`config.mk`:
```
export PLATFORM = sky130hd
export DESIGN_NAME = mem_bus_if
export DESIGN_NICKNAME = d
export VERILOG_FILES = /design/src/rtl/mem_bus_if.sv
export SDC_FILE = /design/constraint.sdc
export NUM_CORES = 1
export LEC_CHECK = 0
export ABC_AREA = 1
export CAP_MARGIN = 20
export CORE_MARGIN = 4
export CORE_UTILIZATION = 49
export DETAILED_ROUTE_END_ITERATION = 16
export PLACE_DENSITY = 0.9
export SLEW_MARGIN = 40
export SYNTH_ARGS = -nofsm -noshare
export SYNTH_HDL_FRONTEND = slang
export SYNTH_SLANG_ARGS = --single-unit
```
`constraint.sdc`:
```
create_clock -name clk -period 2.3 [get_ports clk]
set_input_delay 0.345 -clock clk [delete_from_list [all_inputs] [get_ports clk]]
set_output_delay 0.345 -clock clk [all_outputs]
set_load 0.03 [all_outputs]
```
`src/rtl/mem_bus_if.sv`:
```
// mem_bus_if: MAR/MDR bus interface running req/ack memory transactions
// with wait states, timeout error and sticky overrun reporting.
module mem_bus_if #(
    parameter int DATA_W  = 16,
    parameter int ADDR_W  = 16,
    parameter int TIMEOUT = 15
) (
    input  logic              clk,
    input  logic              reset,
    input  logic [DATA_W-1:0] bus_in,
    input  logic              wmar,
    input  logic              wmdr,
    input  logic              i_o,
    input  logic              rmem,
    input  logic              wmem,
    output logic [DATA_W-1:0] mdr_out,
    output logic [ADDR_W-1:0] mem_addr,
    output logic [DATA_W-1:0] mem_wdata,
    output logic              mem_we,
    output logic              mem_req,
    input  logic              mem_ack,
    input  logic [DATA_W-1:0] mem_rdata,
    output logic              busy,
    output logic              done,
    output logic              mem_err,
    output logic              ovr
);
    typedef enum logic [1:0] {IDLE, REQ, DONE, ERR} state_t;
    state_t r_state, w_next;
    logic [ADDR_W-1:0] r_mar, r_addr;
    logic [DATA_W-1:0] r_mdr, r_wdata;
    logic [7:0]        r_cnt;
    logic              r_we, r_err, r_ovr;
    logic              w_free, w_start, w_cmd, w_tmo;
    assign w_free  = (r_state == IDLE) || (r_state == DONE);
    assign w_start = w_free && (rmem || wmem);
    assign w_cmd   = wmar || wmdr || rmem || wmem;
    assign w_tmo   = r_cnt == 8'(TIMEOUT - 1);
    always_ff @(posedge clk)
        if (reset) r_state <= IDLE;
        else       r_state <= w_next;
    always_comb begin
        w_next = IDLE;
        case (r_state)
            IDLE, DONE: w_next = w_start ? REQ : IDLE;
            REQ:        w_next = mem_ack ? DONE : (w_tmo ? ERR : REQ);
            default:    w_next = IDLE;
        endcase
    end
    // Transaction fields capture pre-edge MAR/MDR so same-cycle loads affect only the next access
    always_ff @(posedge clk) begin
        if (reset) begin
            r_mar   <= '0;
            r_mdr   <= '0;
            r_addr  <= '0;
            r_wdata <= '0;
            r_we    <= 1'b0;
            r_cnt   <= '0;
            r_err   <= 1'b0;
            r_ovr   <= 1'b0;
        end else begin
            if (w_free) begin
                if (wmar) r_mar <= bus_in[ADDR_W-1:0];
                if (wmdr && !i_o) r_mdr <= bus_in;
                if (w_start) begin
                    r_addr  <= r_mar;
                    r_wdata <= r_mdr;
                    r_we    <= wmem;
                    r_cnt   <= '0;
                end
                if (rmem && wmem) r_ovr <= 1'b1;
            end
            if (r_state == REQ) begin
                r_cnt <= r_cnt + 8'd1;
                if (mem_ack && !r_we) r_mdr <= mem_rdata;
                if (!mem_ack && w_tmo) r_err <= 1'b1;
            end
            if (!w_free && w_cmd) r_ovr <= 1'b1;
        end
    end
    assign mdr_out   = r_mdr;
    assign mem_addr  = r_addr;
    assign mem_wdata = r_wdata;
    assign mem_we    = r_we;
    assign mem_req   = r_state == REQ;
    assign busy      = r_state != IDLE;
    assign done      = r_state == DONE;
    assign mem_err   = r_err;
    assign ovr       = r_ovr;
endmodule
```
# Word-level counts from Yosys, hierarchy flattened

Index checks and enable logic that the tools add are counted.

Mux-type cells: 14
Add/subtract/negate cells: 1
Equal/unequal tests: 3
Reduce and logical (&&, ||, !) cells: 27

Operators by type and width:

| cell                                           | number |
|---|---|
| two-way mux 16 bit                             | 4 |
| two-way mux 8 bit                              | 3 |
| AND reduction 2 bit                            | 5 |
| nonzero test 2 bit                             | 5 |
| adder 8 x 1 -> 8 bit (second input constant)   | 1 |
| == test 8 x 4 -> 1 bit (second input constant) | 1 |
| logical AND 1 bit                              | 6 |
| logical OR 1 bit                               | 5 |
| zero test 1 bit                                | 4 |
| two-way mux 1 bit                              | 4 |
| two-way mux 2 bit                              | 2 |
| one-hot mux 2 bit (2 select lines)             | 1 |
| == test 2 x 1 -> 1 bit (second input constant) | 1 |
| == test 2 bit (second input constant)          | 1 |
| zero test 2 bit                                | 1 |
| OR reduction 2 bit                             | 1 |

Bits in registers: 77
Word-level logic and storage cells: 54
Output and inout bits: 54
Bits of input ports: 40

# Depth between registers and ports, before layout

Gate-level depths: netlist of run 1.

Depth in word-level cells: 6
Depth in mapped cells: 7
Depth with buffers taken out: 7

# Worst setup path before layout of run 1

No wires, ideal clock.

Path kind: register to register
Start point: register r_we, in the netlist mem_we
End point: register r_mdr[0], in the netlist mdr_out[0]
Setup time: 0.070 ns
Cell stages (with the launch flop): 6
Arrival time: 1.150 ns
Path slack: 1.080 ns
Clock period less this slack: 1.220 ns
Data required time: 2.230 ns
Buffers on the path: 1
Path through: dfxtp_1 inv_1 nand4_1 clkbuf_1 o21ai_0 a21oi_1

Longest elaborated chain between the ends: 4

RTL lines:

| element                  | RTL line | text |
|---|---|---|
| start: declaration       | 33       | `logic r_we, r_err, r_ovr;` |
| start signal: assignment | 68       | `r_we <= wmem;` |
| zero test 1 bit          | 75       | `if (mem_ack && !r_we) r_mdr <= mem_rdata;` |
| logical AND 1 bit        | 75       |  |
| two-way mux 16 bit       | 75       |  |
| two-way mux 16 bit       | 73       | `if (r_state == REQ) begin` |
| end signal: assignment   | 64       | `if (wmdr && !i_o) r_mdr <= bus_in;` |
| end signal: assignment   | 75       |  |
| end: declaration         | 31       | `logic [DATA_W-1:0] r_mdr, r_wdata;` |

Every way passes these cells.
A chain may end at the register's enable or synchronous reset.

# Worst setup path in the final report of run 1

Start point: register r_state[0]
End point: output port busy

Longest elaborated chain between the ends: 1

RTL lines:

| element                  | RTL line | text |
|---|---|---|
| start: declaration       | 29       | `state_t r_state, w_next;` |
| start signal: assignment | 41       | `else r_state <= w_next;` |
| nonzero test 2 bit       | 86       | `assign busy = r_state != IDLE;` |
| end: declaration         | 23       | `output logic busy,` |

Every way passes these cells.

==> results of run 1 <==
==> flip-flops by register name, indices dropped and copies added, names as in the netlist <==
| signal | flops |
|---|---|
| ovr | 1 |
| r_mar | 16 |
| mem_addr | 16 |
| mem_err | 1 |
| mem_wdata | 16 |
| mdr_out | 16 |
| r_cnt | 8 |
| mem_we | 1 |
| r_state | 2 |
==> how the worst max path moves through the flow <==
| stage | cells past startpoint | endpoint |
|---|---|---|
| floorplan | 5 | mdr_out[0] |
| global placement | 3 | mem_req |
| detailed placement | 3 | mem_req |
| CTS | 3 | busy |
| global route | 3 | busy |
| finish | 3 | busy |
==> cells by family after synthesis <==
kind of cell / Yosys count / synth area share
AO/OA/AOI/OAI: 127 / 0.217
adder cells (fa/ha/maj): 2 / 0.00851
buffers and inverters: 51 / 0.0690
flip-flops: 77 / 0.524
AND/OR/NAND/NOR: 137 / 0.181
==> final cells by class <==
type,instances,area (um2)
clock buffers,10,128
repair buffers,100,995
clock inverters,5,100
multi-input cells,266,1200
fillers,442,1510
well taps,72,90.1
inverters,29,109
flip-flops and latches,77,1540
==> timing repair <==
item,4_1_cts,5_1_grt
setup endpoints to repair,1,0
gates resized for setup,1,0
buffers inserted,0,0
==> routing by layer <==
metal,global-route usage,up-vias
li1,-,1463
met1,0.285,1349
met2,0.374,123
met3,0.0534,15
met4,0.101,0
met5,0,-
==> cells in the mapped netlist <==
cell / number
a21oi_1: 41
a31oi_1: 1
buf_2: 9
clkbuf_1: 13
dfxtp_1: 77
ha_1: 2
inv_1: 25
inv_2: 4
nand2_1: 40
nand2_2: 1
nand3_1: 5
nand4_1: 1
nor2_1: 87
nor2_2: 1
nor3_1: 1
nor3b_1: 1
o21ai_0: 65
o21ai_1: 20
==> worst max-delay path: cells and delay by family (launching register included) <==
kind / cells / cell delay, ps
buffers and inverters: 2 / 770
flip-flops: 1 / 540
AND/OR/NAND/NOR: 1 / 90
==> power groups by stage <==
stage	combinational, mW	clock [mW]	sequential (mW)
floorplan	0.254	0	1.70
global placement	0.733	0	1.54
detailed placement	0.750	0	1.54
CTS	0.755	1.18	1.51
global route	0.816	1.25	1.53
finish	0.753	1.18	1.52
==> impl_metrics.env, run 1 <==
export IMPL_capturing_element_type_of_the_critical_path="primary output"
export IMPL_initial_core_util=0.518
export IMPL_final_core_util=0.733
export IMPL_antenna_violations_before_repair=0
export IMPL_dieArea_um2=7300
export IMPL_grt_max_degree=42
export IMPL_final_setup_tns_ps=0
export IMPL_highest_signal_layer="met4"
export IMPL_num_nets_final=525
export IMPL_yosys_warnings=0
export IMPL_drt_antenna_violating_nets=0
export IMPL_clock_tree_buffer_depth=2
export IMPL_syn_mean_instance_area_um2=7.46
export IMPL_report_power_total_mw=3.45
export IMPL_cts_made_buffers=9
export IMPL_cts_h_tree_depth=3
export IMPL_cp_max_fo=7
export IMPL_ctsRootBufferMaster="clkbuf_8"
export IMPL_post_dp_hpwl_um=5810
export IMPL_postLayoutCellArea_um2=4160
export IMPL_ir_drop_worst_vdd_v=0.000491
export IMPL_synth_top_cell_by_area="dfxtp_1"
export IMPL_grt_first_pass_wirelength_um=13300
export IMPL_core_um2=5680
export IMPL_ys_types=18
export IMPL_route_final_wire_length_um=8190
export IMPL_met2_wirelength_um=4050
export IMPL_post_drt_via_cell_ratio=5.28
export IMPL_num_io_pins=94
export IMPL_most_used_cells_in_the_layout_excluding_fill_and_tap_cells="clkdlybuf4s50_1, nor2_1, dfxtp_1, o21ai_0, a21oi_1"
export IMPL_seq_area_frac_synth=0.524
export IMPL_ordered_cell_list_for_the_critical_path="inv_2, nand2_1, clkdlybuf4s50_1"
export IMPL_regToRegEndpoint="r_mar[7]"
export IMPL_grt_overflow=0
export IMPL_worst_skew_pair_latency_ps=350
export IMPL_cts_tree="built"
export IMPL_die_h_um=85.4
export IMPL_tightestPinTransition_ps=557
export IMPL_syn_to_layout_area_delta_pct=41.6
export IMPL_leakagePower_nw=1.70
export IMPL_cap_violations=0
export IMPL_highest_delay_cell_along_the_critical_path="clkdlybuf4s50_1"
export IMPL_wl_met3_um=585
export IMPL_first_global_vias=2826
export IMPL_timing_reg2reg_worst_path_depth=5
export IMPL_floorplan_rows=27
export IMPL_drcViolationCount=0
export IMPL_clkSinkCount=77
export IMPL_timing_reg2reg_setup_slack_ps=610
export IMPL_cp_data_required_time_ps=1960
export IMPL_post_synth_inst_count=394
export IMPL_switching_power_mw=0.982
export IMPL_worst_hold_path_num_cells=2
export IMPL_startpoint_kind_of_the_worst_setup_timing_path="flip-flop"
export IMPL_fraction_of_power_spent_switching_nets=0.285
export IMPL_timing_final_crit_period_ps=2080
export IMPL_route_layer_met1_wl_um=3370
export IMPL_critPathArrivalTime_ps=1740
export IMPL_dieWidth_um=85.4
export IMPL_clockPowerShare=0.342
export IMPL_hp_start="mdr_out[14]"
export IMPL_mean_routed_wirelength_per_cell_um=14.7
export IMPL_worst_r2r_startpoint="r_state[0]"
export IMPL_critical_path_max_stage_delay_ps=670
export IMPL_weighted_congestion_reported_at_the_end_of_routability_driven_placement=0.777
export IMPL_seq_power_share=0.440
export IMPL_clock_skew_ps=6.74
export IMPL_mostFrequentLayoutCell="clkdlybuf4s50_1"
export IMPL_power_internal_mw=2.47
export IMPL_cell_count_after_placement=544
export IMPL_antenna_cells_inserted=0
export IMPL_pre_cts_slack_ps=389
export IMPL_maxSlewViolCount=0
export IMPL_synth_net_count=436
export IMPL_setup_violations=0
export IMPL_port_buffers=93
export IMPL_netlist_top_cells_area="dfxtp_1, nor2_1, o21ai_0"
export IMPL_fin_cells=559
export IMPL_unrepaired_setup_endpoints_after_global_routing="false"
export IMPL_layout_setup_ws_ps=220
export IMPL_worstSetupStartpoint="r_state[0]"
export IMPL_powerDensity_nw_per_um2=829
export IMPL_path_clk_slew_ps=80
export IMPL_synth_seq_cells=77
export IMPL_syn_area_um2=2940
export IMPL_post_dp_cell_area_um2=3940
export IMPL_drt_iter0_markers=187
export IMPL_track_usage=0.228
export IMPL_vias=2950
export IMPL_min_path_type="flip-flop to flip-flop"
export IMPL_cts_hold_buffers=0
export IMPL_final_layout_size_suffix_gt1_frac=0.0554
export IMPL_power_combinational_fraction=0.218
export IMPL_max_slew_margin=0.628
export IMPL_achievable_frequency_ghz=0.481
export IMPL_timing_worst_setup_path_type="flip-flop to primary output"
export IMPL_final_period_utilization=0.904
export IMPL_hold_viol_final=0
export IMPL_run_status="finished, final reports clean"
export IMPL_dr_pass1_iters=5
export IMPL_hold_path_sink="mem_wdata[14]"
export IMPL_hold_worst_slack_ps=469
export IMPL_synthDominantCellAreaShare=0.524
No activity file was read; power rests on OpenSTA's default activity.
==> inputs of run 2 (changes only) <==
- CAP_MARGIN: 20 -> 5
==> results of run 2 <==
Final layout, timing and power as in run 1 (identical DEF).
==> inputs of run 3 (changes only) <==
- CTS_CLUSTER_DIAMETER: default -> 60
- GPL_ROUTABILITY_DRIVEN: default -> 0
- SLEW_MARGIN: 40 -> 15
==> run 3 against run 2 <==
Compared with the run above: sequential cell count is the same; clock skew grew 2.0 ps; hold slack gained 5.0 ps; highest routed layer unchanged; clock-buffer cell count grew 1; utilization shrank 0.46 points; setup slack lost 29 ps; clock power shrank 13%; via count is essentially flat; final cell count is the same; die area is the same; routed wire length grew 0.95%; power shrank 4.4%.
==> impl_metrics.env, run 3 (synthesized netlist as in run 1, its figures left out) <==
export IMPL_run_status="finished, final reports clean"
export IMPL_clkSinkCount=77
export IMPL_worst_skew_pair_latency_ps=350
export IMPL_leakagePower_nw=1.68
export IMPL_timing_reg2reg_setup_slack_ps=760
export IMPL_grt_max_degree=57
export IMPL_min_path_type="flip-flop to flip-flop"
export IMPL_critPathArrivalTime_ps=1760
export IMPL_final_period_utilization=0.917
export IMPL_timing_final_crit_period_ps=2110
export IMPL_cap_violations=0
export IMPL_clock_tree_buffer_depth=2
export IMPL_maxSlewViolCount=0
export IMPL_fill_cells=439
export IMPL_final_layout_size_suffix_gt1_frac=0.0595
export IMPL_final_setup_tns_ps=0
export IMPL_drcViolationCount=0
export IMPL_unrepaired_setup_endpoints_after_global_routing="false"
export IMPL_floorplan_rows=27
export IMPL_ir_drop_worst_vdd_v=0.000520
export IMPL_cts_h_tree_depth=3
export IMPL_capturing_element_type_of_the_critical_path="primary output"
export IMPL_startpoint_kind_of_the_worst_setup_timing_path="flip-flop"
export IMPL_cts_hold_buffers=0
export IMPL_route_final_wire_length_um=8270
export IMPL_ordered_cell_list_for_the_critical_path="nand2_2, inv_2, clkdlybuf4s50_1"
export IMPL_dieArea_um2=7300
export IMPL_grt_overflow=0
export IMPL_post_drt_via_cell_ratio=5.28
export IMPL_area_occupied_by_multi_input_gates_um2=1200
export IMPL_achievable_frequency_ghz=0.474
export IMPL_postCtsSetupRepairBufs=0
export IMPL_antenna_cells_inserted=0
export IMPL_vias=2952
export IMPL_tightestPinTransition_ps=567
export IMPL_ctsRootBufferMaster="clkbuf_8"
export IMPL_initial_core_util=0.518
export IMPL_cts_tree="built"
export IMPL_clock_skew_ps=8.70
export IMPL_ff_latch_area_um2=1540
export IMPL_drt_iter0_markers=188
export IMPL_mostFrequentLayoutCell="clkdlybuf4s50_1"
export IMPL_timing_worst_setup_path_type="flip-flop to primary output"
export IMPL_critical_path_max_stage_delay_ps=680
export IMPL_port_buffers=93
export IMPL_powerDensity_nw_per_um2=797
export IMPL_grt_first_pass_wirelength_um=13100
export IMPL_use_met2=0.371
export IMPL_antenna_violations_before_repair=0
export IMPL_drt_antenna_violating_nets=0
export IMPL_dieWidth_um=85.4
export IMPL_first_global_vias=2845
export IMPL_grt_busiest_layer="met2"
export IMPL_highest_delay_cell_along_the_critical_path="clkdlybuf4s50_1"
export IMPL_hold_viol_final=0
export IMPL_post_dp_hpwl_um=5890
export IMPL_grt_use_met3=0.0592
export IMPL_syn_to_layout_area_delta_pct=40.7
export IMPL_final_core_util=0.729
export IMPL_mean_routed_wirelength_per_cell_um=14.8
export IMPL_dr_pass1_iters=4
export IMPL_setup_violations=0
export IMPL_grtUsageMet1=0.266
export IMPL_max_slew_margin=0.621
export IMPL_cts_made_buffers=9
export IMPL_cp_max_fo=8
export IMPL_cp_data_required_time_ps=1960
export IMPL_core_um2=5680
export IMPL_most_used_cells_in_the_layout_excluding_fill_and_tap_cells="clkdlybuf4s50_1, nor2_1, dfxtp_1, o21ai_0, a21oi_1"
export IMPL_num_nets_final=525
export IMPL_track_usage=0.226
export IMPL_num_io_pins=94
export IMPL_path_clk_slew_ps=80
export IMPL_die_h_um=85.4
run 3: what timing repair did:
action                                  in CTS  in global routing
endpoints found under the setup margin       0                  1
resized for setup                            0                  1
hold endpoints to repair                     0                  0
run 3: worst paths after layout:
path                                   from            end  cells after the start
worst max-delay path             r_state[0]        mem_req                      3
worst min-delay path            mdr_out[15]  mem_wdata[15]                      2
worst max register to register   r_state[0]      r_mar[14]                      5
worst min register to register  mdr_out[15]  mem_wdata[15]                      2
run 3: cell type report:
type / count / area share
Tap cell: 72 / 0.0218
Sequential cell: 77 / 0.373
Timing Repair Buffer: 100 / 0.241
Clock inverter: 4 / 0.0115
Multi-Input combinational cell: 266 / 0.290
Clock buffer: 11 / 0.0366
Inverter: 29 / 0.0263
run 3: stage by stage:
step | setup slack, ps | hold WS, ps | instance area (um2) | power [mW] | cells
finish | 191 | 474 | 4140 | 3.30 | 559
global route | 145 | 492 | 4140 | 3.42 | 559
CTS | 75.0 | 474 | 4140 | 3.30 | 559
detailed placement | 467 | 459 | 3940 | 2.29 | 544
global placement | 533 | 453 | 3940 | 2.27 | 544
floorplan | 1080 | 454 | 2940 | 1.96 | 394
run 3: power breakdown:
part / internal, mW / switching (mW) / total, mW
sequential: 1.45 / 0.0666 / 1.52
combinational: 0.307 / 0.444 / 0.751
clock: 0.551 / 0.478 / 1.03
run 3: metal layers:
metal,up-vias,wire [um]
met2,127,3980
met4,0,284
met5,-,0
li1,1464,-
met1,1332,3410
met3,29,593
run 3: critical path, delay by kind of cell (launching register included):
family / cells / cell delay (ps)
flops: 1 / 440
simple gates: 1 / 170
buf+inv: 2 / 820
